$ cat src/rtl/scale_unit_arbiter.sv
// Round-robin arbiter sharing one "double value" datapath among NUM_REQ requesters.
// Accept -> compute (1 cycle) -> hold result until resp_ready; no new grant while a result is pending.
module scale_unit_arbiter #(
  parameter int NUM_REQ  = 4,
  parameter int DATA_W   = 8,
  parameter bit SATURATE = 1'b0,
  localparam int ID_W    = (NUM_REQ > 1) ? $clog2(NUM_REQ) : 1
) (
  input  logic                      clk,
  input  logic                      rst_n,
  input  logic                      enable,
  input  logic [NUM_REQ-1:0]        req_valid,
  input  logic [NUM_REQ*DATA_W-1:0] req_data,
  output logic [NUM_REQ-1:0]        req_ready,
  output logic                      resp_valid,
  input  logic                      resp_ready,
  output logic [DATA_W-1:0]         resp_data,
  output logic [ID_W-1:0]           resp_id,
  output logic                      resp_ovf,
  output logic                      busy
);

  typedef enum logic [1:0] {IDLE, COMPUTE, RESPOND} state_t;

  state_t              state_q, state_d;
  logic [ID_W-1:0]     ptr_q, ptr_d;
  logic [DATA_W-1:0]   op_q, op_d;
  logic                resp_valid_q, resp_valid_d;
  logic [DATA_W-1:0]   resp_data_q, resp_data_d;
  logic [ID_W-1:0]     resp_id_q, resp_id_d;
  logic                resp_ovf_q, resp_ovf_d;

  logic                gnt_found;
  logic [ID_W-1:0]     gnt_idx;
  logic                gnt_ok;
  int                  cand;

  // Shared datapath: returns {overflow, result}.
  function automatic logic [DATA_W:0] scale2(input logic [DATA_W-1:0] op);
    logic              ovf;
    logic [DATA_W-1:0] res;
    ovf = op[DATA_W-1];
    res = {op[DATA_W-2:0], 1'b0};
    if (SATURATE && ovf) res = '1;
    return {ovf, res};
  endfunction

  // Scan from farthest to nearest so the requester closest after the pointer wins.
  always_comb begin
    gnt_found = 1'b0;
    gnt_idx   = ptr_q;
    cand      = 0;
    for (int k = NUM_REQ; k >= 1; k--) begin
      cand = int'(ptr_q) + k;
      if (cand >= NUM_REQ) cand = cand - NUM_REQ;
      if (req_valid[cand]) begin
        gnt_found = 1'b1;
        gnt_idx   = ID_W'(cand);
      end
    end
  end

  assign gnt_ok    = (state_q == IDLE) && enable && gnt_found;
  assign req_ready = gnt_ok ? (NUM_REQ'(1) << gnt_idx) : '0;

  always_comb begin
    state_d      = state_q;
    ptr_d        = ptr_q;
    op_d         = op_q;
    resp_valid_d = resp_valid_q;
    resp_data_d  = resp_data_q;
    resp_id_d    = resp_id_q;
    resp_ovf_d   = resp_ovf_q;
    case (state_q)
      IDLE: begin
        if (gnt_ok) begin
          op_d    = req_data[int'(gnt_idx)*DATA_W +: DATA_W];
          ptr_d   = gnt_idx;
          state_d = COMPUTE;
        end
      end
      COMPUTE: begin
        // The pointer still holds the granted index here.
        {resp_ovf_d, resp_data_d} = scale2(op_q);
        resp_id_d    = ptr_q;
        resp_valid_d = 1'b1;
        state_d      = RESPOND;
      end
      RESPOND: begin
        if (resp_ready) begin
          resp_valid_d = 1'b0;
          state_d      = IDLE;
        end
      end
      default: state_d = IDLE;
    endcase
  end

  always_ff @(posedge clk or negedge rst_n) begin
    if (!rst_n) begin
      state_q      <= IDLE;
      ptr_q        <= ID_W'(NUM_REQ - 1);
      op_q         <= '0;
      resp_valid_q <= 1'b0;
      resp_data_q  <= '0;
      resp_id_q    <= '0;
      resp_ovf_q   <= 1'b0;
    end else begin
      state_q      <= state_d;
      ptr_q        <= ptr_d;
      op_q         <= op_d;
      resp_valid_q <= resp_valid_d;
      resp_data_q  <= resp_data_d;
      resp_id_q    <= resp_id_d;
      resp_ovf_q   <= resp_ovf_d;
    end
  end

  assign resp_valid = resp_valid_q;
  assign resp_data  = resp_data_q;
  assign resp_id    = resp_id_q;
  assign resp_ovf   = resp_ovf_q;
  assign busy       = (state_q != IDLE);

endmodule

$ cat config.mk
export PLATFORM = sky130hd
export DESIGN_NAME = scale_unit_arbiter
export DESIGN_NICKNAME = d
export VERILOG_FILES = /design/src/rtl/scale_unit_arbiter.sv
export SDC_FILE = /design/constraint.sdc
export NUM_CORES = 1
export LEC_CHECK = 0
export CAP_MARGIN = 20
export CORE_UTILIZATION = 39
export DETAILED_ROUTE_END_ITERATION = 16
export PLACE_DENSITY = 0.75
export SYNTH_ARGS = -nofsm -noshare
export SYNTH_HDL_FRONTEND = slang
export SYNTH_SLANG_ARGS = --single-unit
export TNS_END_PERCENT = 1
$ cat constraint.sdc
create_clock -name clk -period 1.6 [get_ports clk]
set_input_delay 0.32 -clock clk [delete_from_list [all_inputs] [get_ports clk]]
set_output_delay 0.32 -clock clk [all_outputs]
set_load 0.03 [all_outputs]
; ---- After elaboration in Yosys (flattened, before gate mapping)
; Cells that the tools add are included.
; Widths: inputs -> output; s select.
[totals]
regBits = 23
in_bits = 40
output_inout_bits = 17
wordCells = 67
[op_classes]
addsub = 8
n_lt_le_gt_ge = 8
eq_ne = 4
n_shift = 2
mux = 30
reduce_logical = 8
[ops]
columns = cell, count
row1 = $lt 32x4->1 const B, 4
row2 = $mux 32, 4
row3 = $shiftx 32x6->8, 1
row4 = $mux 1, 13
row5 = $mux 2, 6
row6 = $sub 3x3->4 const B, 3
row7 = $ge 3x3->1 const B, 3
row8 = $bmux 1 s2, 4
row9 = $add 2x2->3 const B, 2
row10 = $pmux 2 s3, 1
row11 = $reduce_and 2->1, 3
row12 = $sub 4x3->5 const B, 1
row13 = $add 2x3->4 const B, 1
row14 = $ge 4x3->1 const B, 1
row15 = $mux 4, 1
row16 = $ne 2x2->1 const B, 2
row17 = $reduce_bool 2->1, 2
row18 = $shl 1x2->4 const A, 1
row19 = $add 2x1->3 const B, 1
row20 = $eq 2x1->1 const B, 1
row21 = $eq 2x2->1 const B, 1
row22 = $logic_and 1x1->1, 2
row23 = $logic_not 2->1, 1
row24 = $pmux 1 s2, 1

; ---- Longest topological paths before layout
[logic_depth]
word_depth = 13
depth_mapped = 7
ltp_nobuf = 5

; ---- Least setup slack after synthesis
; Ideal clock, no wire load.
[synth_timing]
path_type = reg2out
startpoint = register ptr_q[1]
endpoint = output req_ready[1]
t_arrival_ns = 1.930
required_ns = 1.280
setup_slack_ns = -0.650
stages_incl_launch_ff = 7
path_buffers = 2
path_cell_list = dfstp_2 buf_4 mux2i_1 a22o_1 a21oi_2 buf_4 nor3_1
[synth_via]
elab_chain_cells = 12
word_cells_on_any_way = 39
cone_classes = 8 x add/sub / 4 x order compare / 1 x shift / 25 x mux / 1 x reduce/logical
[synth_lines]
columns = item, line
row1 = from (decl), 26  ; logic [ID_W-1:0] ptr_q, ptr_d;
row2 = from (signal assigned), 102  ; ptr_q <= ID_W'(NUM_REQ - 1);
row3 = from (signal assigned), 110  ; ptr_q <= ptr_d;
row4 = $add 2x3->4, 54  ; cand = int'(ptr_q) + k;
row5 = $sub 4x3->5 / $ge 4x3->1 (equally long branches), 55  ; if (cand >= NUM_REQ) cand = cand - NUM_REQ;
row6 = $mux 32, 55
row7 = $bmux 1 s2, 56  ; if (req_valid[cand]) begin
row8 = $mux 1 (not written as such) (2 in series), 56
row9 = $mux 2 / $mux 1 (equally long branches) (4 in series), 56
row10 = $shl 1x2->4 / $logic_and 1x1->1 (equally long branches), "64, 63"
row11 = $mux 4 (*), 64  ; assign req_ready = gnt_ok ? (NUM_REQ'(1) << gnt_idx) : '0;
row12 = to (decl), 14  ; output logic [NUM_REQ-1:0] req_ready,
; Every way passes the cells marked *; elsewhere a longest branch is shown, timed or not. The select of a mux whose other input is x is not followed.

; ---- Final worst setup path
; Same ends and word-level chain as after synthesis.

==> reports/metrics.csv <==
stage,metric,value,unit
status,outcome,finished with violations,
status,violations in the final reports,setup timing,
synthesis,instance count of the mapped netlist,162,
sta,crit share post-route,1.33,
synthesis,share of the synthesized area in the top cell type,0.357,
power_and_ir_drop,static power due to leakage,1.06,nW
synthesis,count of synthesis-stage warnings from yosys,0,
cts,maximum level of the CTS H-tree,1,
floorplan,num rows,21,
setup_path,critical path's most frequent cell,buf_6,
placement,total placed instance area,2280,µm²
sta,Worst Skew,0.00230,ns
setup_path,worst stage delay on the critical path,0.59,ns
floorplan,horizontal die dimension,63.5,µm
global_routing,first-pass GRT wire length,6.93,mm
global_routing,initial antenna violation count,0,
setup_path,startpoint of the lowest-slack register-to-register path,ptr_q[0]$_DFFE_PN1P_,
cts,clock-pin slew on the worst setup and hold paths,0.08,ns
setup_path,number of buffer and inverter instances along the worst setup path,2,
sta,final period demand of the worst path,2.12,ns
sta,unrepaired setup endpoints after global routing,yes,
sta,highest clock rate,471,MHz
synthesis,fraction of the yosys area taken by sequential cells,0.392,
setup_path,critical-path maximum fanout,4,
power_and_ir_drop,Max VDD drop,0.696,mV
synthesis,"Cell Area, Synth",1470,µm²
final_layout,layout cell share with drive strength beyond 1,0.316,
cts,TritonCTS clock tree,done,
worst_hold_path,class of the tightest hold or removal check,primary input to async pin,
final_layout,nets,285,
cts,number of clock sinks,23,
drt,drt total wl,4.23,mm
power_and_ir_drop,cell area power density,1720,nW/µm²
synthesis,ranking of synthesized cells by area,"dfrtp_1, mux2_2, a31oi_1",
drt,vias post-DR,1539,
synthesis,#FFs+latches synth,23,
placement,HPWL after DPL,3.30,mm
synthesis,Avg Inst Size Synth,9.10,µm²
synthesis,"area leader, netlist",dfrtp_1,
drt,post-detailed-route count of antenna-violating nets,0,
sta,final setup violating endpoints,12,
synthesis,most repeated cell in the gate-level netlist after synthesis,dfrtp_1,
cts,CTS Hold Buffers Added,0,
placement,weighted congestion reported at the end of routability-driven placement,0.800,
cts,Clock Tree Root,clkbuf_8,
setup_path,"Req. time, crit path",1.28,ns
floorplan,number of top-level design ports,57,
final_layout,antenna diode count,0,
setup_path,slowest cell on the critical path,dfstp_2,
run,max-capacitance violation count,0,
final_layout,post-layout instance count excluding filler cells,290,
drt,post-detailed-route wirelength per cell,14.6,µm
floorplan,Initial Util,0.425,
synthesis,number of enable flip-flop cells after synthesis,0,
placement,post-placement setup slack,-0.610,ns
placement,I/O Buffers,55,
setup_path,start point of the critical path,ptr_q[1]$_DFFE_PN1P_,
setup_path,critical path arrival,1.80,ns
sta,"Hold Vio Cnt, Final",0,
global_routing,largest net degree at the start of global routing,24,
synthesis,most frequent cells after synthesis,"dfrtp_1, nor2_1, a31oi_1",
synthesis,syn_nets,202,
floorplan,area of the core region,3470,µm²
drt,drt via density,5.31,
cts,"Clk Latency, worst-skew pair",0.27,ns
final_layout,Filler Cell Count,268,
global_routing,Global Route Usage Sum,0.221,
setup_path,cell chain of the critical path,mux2i_2 -> a22o_1 -> a21oi_4 -> buf_6 -> nor3_4 -> buf_6,
drt,DR DRC count,0,
setup_path,"delay-heaviest family, CP",flip-flops,
setup_path,Setup crit end kind,output pin,
setup_path,critical path class,flop to output pin,
sta,Slew Limit Fails,0,
final_layout,final standard cell area without fillers,2410,µm²
synthesis,ys flop type,dfrtp_1,
cts,number of buffers added by the clock tree synthesis step,3,
floorplan,overall die area,4030,µm²
final_layout,post-synthesis to final-layout area growth,63.5,%
drt,number of DRC violations after detailed-routing iteration 0,71,
sta,aggregate negative setup slack,-3.13,ns
drt,first-pass iteration count of the detailed router,5,
floorplan,Die H,63.5,µm
sta,worst-case setup margin in the final layout,-0.524,ns
global_routing,via count of the first global-routing pass,1489,
sta,final-layout worst hold slack,0.407,ns
cts,Max Root-Sink Buffers,2,
placement,total instance count after detailed placement,281,
synthesis,unique cell type count in the Yosys netlist,39,
global_routing,GRT Residual Overflow,0,
setup_path,kind of launch point of the worst setup path,flop,
synthesis,async set-or-reset flop fraction in the synthesized netlist,1.00,
[logic make-up (layout without fill, tap and decap cells)]
family / count (synthesis) / count (layout) / share of synthesized area
and+or+nand+nor: 57 / 57 / 0.213
AOI/OAI and AO/OA: 47 / 47 / 0.224
DFF: 23 / 23 / 0.392
buffers and inverters: 22 / 104 / 0.0781
muxes: 12 / 12 / 0.0900
other: 1 / 1 / 0.00254
[timing repair]
action	CTS	global route
cloned	0	0
resized for setup	30	8
endpoints found under the setup margin	25	15
pin swaps	9	3
setup buffers	4	1
endpoints found under the hold margin	0	0
[placed cells by master (no fill, tap or decap), drive strengths merged, types with 2 or more instances in the layout]
master         netlist  routed
nor3                10      10
nor2                17      17
dlygate4sd2          0      13
o21ai               12      12
buf                  9      38
mux2                10      10
a21o                 3       3
mux2i                2       2
nand3b               2       2
dfrtp               21      21
and2                 2       2
a31oi               15      15
dfstp                2       2
nand2b               4       4
nor3b                7       7
nand2               10      10
a21oi               11      11
clkbuf               2       4
clkdlybuf4s50        0      36
inv                 11      11
[per-layer routing]
metal,up-vias,track usage,part of all wire
met5,-,0,0
met4,0,0.0881,0.015
met3,7,0.0217,0.040
met2,49,0.384,0.49
met1,740,0.279,0.46
li1,743,-,-
[layout make-up]
cell class / instances / area (µm²) / area share
clock inverter: 1 / 5.00 / 0.00208
clock buffer: 3 / 41.3 / 0.0171
tap: 46 / 57.6 / 0.0239
inverter: 11 / 43.8 / 0.0182
multi-input combinational: 117 / 865 / 0.359
timing repair buffer: 89 / 820 / 0.340
sequential: 23 / 578 / 0.240
[where the power goes]
part	total (W)	internal, W	switching (W)	leakage (nW)
logic	0.00271	0.00128	0.00143	0.775
clock network	0.000355	0.000174	0.000181	0.0255
registers	0.00110	0.000893	0.000202	0.262
total	0.00416	0.00235	0.00181	1.06
[final timing paths]
path | endpoint | slack, ns | cells past startpoint
max | req_ready[1] | -0.52 | 6
min | state_q[1]$_DFFE_PN0P_ | 0.41 | 2
max reg2reg | op_q[4]$_DFFE_PN0P_ | -0.23 | 7
min reg2reg | resp_data[2]$_DFFE_PN0P_ | 0.50 | 1
max in group asynchronous | ptr_q[0]$_DFFE_PN1P_ | 0.92 | 2
min in group clk | resp_data[2]$_DFFE_PN0P_ | 0.50 | 1
[stage by stage]
| step | util | power, W |
|---|---|---|
| final | 0.695 | 0.00416 |
| after detailed placement | 0.656 | 0.00368 |
| after floorplan | - | 0.00268 |
| after CTS | 0.690 | 0.00410 |
| after global routing | 0.695 | 0.00440 |
| after global placement | 0.656 | 0.00357 |
[flip-flops by register name, indices dropped and copies added, names as in the netlist]
register / cells
op_q: 8
resp_data: 7
ptr_q: 2
resp_id: 2
state_q: 2
resp_ovf: 1
resp_valid: 1
Power figures use the tool's default switching activity.
==> RTL edit 1: new RTL, config.mk and constraints unchanged <==
The parameter `NUM_REQ` goes from 4 to 8.
--- a/src/rtl/scale_unit_arbiter.sv
+++ b/src/rtl/scale_unit_arbiter.sv
@@ -1,7 +1,7 @@
 // Round-robin arbiter sharing one "double value" datapath among NUM_REQ requesters.
 // Accept -> compute (1 cycle) -> hold result until resp_ready; no new grant while a result is pending.
 module scale_unit_arbiter #(
-  parameter int NUM_REQ  = 4,
+  parameter int NUM_REQ  = 8,
   parameter int DATA_W   = 8,
   parameter bit SATURATE = 1'b0,
   localparam int ID_W    = (NUM_REQ > 1) ? $clog2(NUM_REQ) : 1
Ports: changed (resized req_data, req_ready, req_valid and resp_id); port bits go from 57 to 98. No check against the original RTL was run, so the function may have changed too.
==> RTL edit 1 against the unedited design <==
- the run still ends with setup timing left
- non-clock buffer count is 122 higher
- count of clock-buffer cells in the layout stayed put
- setup slack worse by 1.7 ns
- routed wire length grew to 2.5 times the old value
- synthesized area is 100% higher
- fmax is 45% lower
- final cell count is 110% higher
- die area is 96% higher
- final area is 110% higher
- total power grew to 3.4 times the old value
- sequential cell count is 2 higher
- largest power group unchanged
==> RTL edit 1: results (changes against the unedited design) <==
status: "finished with violations"
violations: "setup timing"
pre_cts_slack_ns: -1.96  # -1.35 ns
met3_length_um: 542  # +220%
place_congestion: 0.905  # +13%
slew_headroom: 0.547
layout_setup_ws_ns: -2.25  # -1.73 ns
r2r_slack_ns: -2.09  # -1.86 ns
yosysSeqAreaShare: 0.213  # -0.179
synthTopCellsByArea: "dfrtp_1, mux2i_1, mux4_2"
fin_skew_ns: 0.0152  # +0.0129 ns
syn_nets: 408  # +100%
dp_hpwl_um: 8550  # +160%
synth_cell_types: 52  # +33%
final_nets: 602  # +110%
arrival_ns: 3.53  # +1.73 ns
final-setup-viol-count: 20  # +8
vdd_drop_max_mv: 1.44  # +110%
drive_above_1_share: 0.390  # +0.0745
path_delay_family: "compound AO/OA/AOI/OAI gates"
r2r.worst_path.cells: 15  # +8
r2r_end: "op_q[1]$_DFFE_PN0P_"
synth_common_cells: "nand2_1, mux2i_1, nor2_1"
power_leakage_nw: 2.22  # +110%
wl_met1_um: 4980  # +160%
grt_pass1_wl_um: 16400  # +140%
clkTransAtPathRegs_ns: 0.10  # +0.02 ns
cts_inserted_buffers: 3  # unchanged
hold_path.class: "input port to async pin"
cp_slowest_cell: "dfstp_2"
r2r-start: "ptr_q[0]$_DFFE_PN1P_"
timing.hold.ws_ns: 0.402  # -0.00517 ns
drt-initial-drc-count: 370  # +420%
cp_slowest_stage_delay_ns: 0.57  # -0.02 ns
p_sw_mw: 6.67  # +270%
drt-wirelength-per-cell_um: 17.3  # +19%
path_max_fanout: 4  # unchanged
num_vias: 3466  # +130%
grt_pass1_vias: 3265  # +120%
n_fill_cell: 574  # +110%
globalRouteTotalUtil: 0.273  # +0.0519
wl_met2_um: 5020  # +140%
routed.top_layer: "met4"
grt_max_degree: 26  # +8.3%
io_buffers: 96  # +75%
==> RTL edit 1: timing repair <==
| item | 4_1_cts | 5_1_grt |
|---|---|---|
| gates resized for setup | 36 | 16 |
| buffers inserted | 2 | 7 |
| pin swaps | 4 | 16 |
| hold endpoints to repair | 0 | 0 |
| setup endpoints to repair | 33 | 21 |
==> RTL edit 1: metal layers <==
| layer | vias up | GRT usage |
|---|---|---|
| li1 | 1646 | - |
| met1 | 1666 | 0.396 |
| met2 | 135 | 0.447 |
| met3 | 19 | 0.0166 |
| met4 | 0 | 0.0678 |
| met5 | - | 0 |
==> RTL edit 1: worst max path at each step <==
stage | slack, ns | start | endpoint | cells after the start
2_1_floorplan | -2.01 | ptr_q[0]$_DFFE_PN1P_ | req_ready[4] | 13
3_3_place_gp | -1.92 | ptr_q[1]$_DFFE_PN1P_ | op_q[0]$_DFFE_PN0P_ | 13
4_1_cts | -2.18 | ptr_q[1]$_DFFE_PN1P_ | req_ready[4] | 12
5_1_grt | -2.34 | ptr_q[0]$_DFFE_PN1P_ | req_ready[6] | 12
3_5_place_dp | -1.96 | ptr_q[1]$_DFFE_PN1P_ | op_q[6]$_DFFE_PN0P_ | 10
6_report | -2.25 | ptr_q[0]$_DFFE_PN1P_ | req_ready[7] | 12
==> RTL edit 1: layout make-up <==
type                            instances  area (µm²)  area share
Clock inverter                          1        7.51     0.00148
Sequential cell                        25         629       0.124
Clock buffer                            3        41.3     0.00812
Tap cell                               99         124      0.0244
Multi-Input combinational cell        273        2320       0.457
Inverter                               10        40.0     0.00787
Timing Repair Buffer                  211        1920       0.377
==> RTL edit 1: power groups by stage <==
| stage | sequential, mW | combinational (mW) | clock (mW) |
|---|---|---|---|
| floorplan | 1.36 | 7.26 | 0 |
| global placement | 1.12 | 11.3 | 0 |
| detailed placement | 1.14 | 11.5 | 0 |
| CTS | 1.13 | 11.9 | 0.394 |
| global route | 1.17 | 13.5 | 0.429 |
| finish | 1.13 | 12.7 | 0.389 |
==> RTL edit 1: logic make-up after synthesis <==
group,Yosys count,synth area share
xor gates and xnor gates,8,0.0238
AOI/OAI and AO/OA,94,0.237
adders and majority gates,2,0.00848
DFF,25,0.213
and+or+nand+nor,101,0.151
muxes,67,0.302
buffers and inverters,32,0.0624
other,1,0.00127
==> RTL edit 1: per-stage QoR <==
step / util / TNS, ns / instances / instance area (µm²)
5_1_grt: 0.697 / -40.33 / 622 / 5080
2_1_floorplan: - / -35.79 / 330 / 3070
4_1_cts: 0.679 / -37.17 / 614 / 4950
3_3_place_gp: 0.660 / -34.02 / 608 / 4820
3_5_place_dp: 0.660 / -34.81 / 608 / 4820
6_report: 0.697 / -38.15 / 622 / 5080
==> RTL edit 2: new RTL, same settings <==
Without the edit above. Make the reset (`rst_n`) synchronous in one clocked block.
--- a/src/rtl/scale_unit_arbiter.sv
+++ b/src/rtl/scale_unit_arbiter.sv
@@ -96,7 +96,7 @@
     endcase
   end
 
-  always_ff @(posedge clk or negedge rst_n) begin
+  always_ff @(posedge clk) begin
     if (!rst_n) begin
       state_q      <= IDLE;
       ptr_q        <= ID_W'(NUM_REQ - 1);
Function: differs if rst_n is asserted again (counterexample within 4 cycles, from zero or initial values and one cycle with rst_n low); with rst_n held inactive, the same outputs for 10 cycles.
==> RTL edit 2 against the unedited design <==
- the flow still finishes with violations (setup timing)
- clock skew down 0.0011 ns
- via count down 10%
- critical path depth down 1
- critical endpoint is now req_ready[0]
- sequential cell count unchanged
- routed wire length down 13%
- global-route usage up 0.55 points
- register-to-register slack better by 0.20 ns
- final area down 9.3%
- setup slack better by 0.28 ns
- synthesized area down 15%
- final cell count down 10%
- largest cell class unchanged
Power is not compared: it rests on default switching activity, and its combinational part moved more than twofold at a synthesized area within 25%.
==> RTL edit 2: results (changes against the unedited design) <==
r2r.worst_path.cells: 8  # +1
final_nets: 258  # -9.5%
nClkBuffers: 4  # +1
r2r_slack_ns: -0.03  # +0.20 ns
pre_cts_slack_ns: -0.605  # +0.00506 ns
fin_skew_ns: 0.00120  # -0.00109 ns
status: "finished with violations"
violations: "setup timing"
root_buffer: "clkbuf_4"
nNonClkInverters: 1  # -10
synth_ff_type: "dfxtp_1"
synthTopCellsByArea: "dfxtp_1, a211oi_1, nand2_1"
drt_first_pass_iters: 4  # -1
synth_async_sr_flop_share: 0  # -1.00
buffers: 84  # -5.6%
final-setup-viol-count: 6  # -6
hold_path.class: "flop to flop"
postRouteWirelength_um: 3680  # -13%
r2r-start: "ptr_q[0]$_SDFFE_PN1P_"
place_congestion: 0.736  # -8.0%
drt-wirelength-per-cell_um: 14.1  # -3.3%
synth_cell_types: 37  # -5.1%
nonClkBufAreaFrac: 0.355  # +0.0154
multi_input_area_um2: 858  # -0.72%
multi_input_gates: 105  # -10%
globalRouteTotalUtil: 0.227  # +0.00553
dp_cells: 249  # -11%
arrival_ns: 1.53  # -0.27 ns
tns_ns: -1.02  # +2.10 ns
clock_area_frac: 0.0120  # -0.00719
drive_above_1_share: 0.300  # -0.0160
clkTransAtPathRegs_ns: 0.12  # +0.04 ns
seq_share: 0.213  # -0.0269
post-cts-setup-buffers: 8  # +4
cts-resized-gates: 33  # +10%
drt-initial-drc-count: 31  # -56%
layout_setup_ws_ns: -0.246  # +0.279 ns
dp_hpwl_um: 2900  # -12%
## RTL edit 2: how the worst max path moves through the flow
stage	from	endpoint	slack, ns
finish	ptr_q[0]$_SDFFE_PN1P_	req_ready[0]	-0.25
global route	ptr_q[0]$_SDFFE_PN1P_	req_ready[3]	-0.32
CTS	ptr_q[0]$_SDFFE_PN1P_	req_ready[1]	-0.26
detailed placement	req_valid[2]	req_ready[2]	-0.61
global placement	req_valid[1]	req_ready[2]	-0.54
floorplan	req_valid[1]	req_ready[2]	-0.07
## RTL edit 2: through the flow
step / cell area (µm²) / util
global route: 2190 / 0.716
detailed placement: 2070 / 0.677
global placement: 2070 / 0.677
floorplan: 1340 / -
CTS: 2190 / 0.716
finish: 2190 / 0.716
## RTL edit 2: cells by family after synthesis
| group | Yosys count | share of synthesized area |
|---|---|---|
| other | 1 | 0.00299 |
| flip-flops | 23 | 0.367 |
| AND/OR/NAND/NOR | 44 | 0.196 |
| buffers and inverters | 9 | 0.0399 |
| multiplexers | 8 | 0.0648 |
| AO/OA/AOI/OAI | 52 | 0.329 |
## RTL edit 2: power by group through the flow
stage	Sequential, mW	Clock [mW]	Combinational, mW
floorplan	0.682	0	0.294
global placement	0.659	0	0.570
detailed placement	0.660	0	0.584
CTS	0.649	0.270	0.628
global route	0.654	0.295	0.672
finish	0.650	0.268	0.633
## RTL edit 2: worst max-delay path: stages (launching register included)
cell	delay, ns
dfxtp_2	0.36
nand2b_4	0.15
a21o_4	0.23
a21oi_4	0.17
and2_4	0.18
buf_6	0.12
## RTL edit 2: layer usage
| layer | routed length, µm | vias up | track usage |
|---|---|---|---|
| met5 | 0 | - | 0 |
| met4 | 12 | 0 | 0.0374 |
| met3 | 208 | 4 | 0.0571 |
| met2 | 1950 | 54 | 0.453 |
| met1 | 1510 | 659 | 0.238 |
| li1 | - | 663 | - |
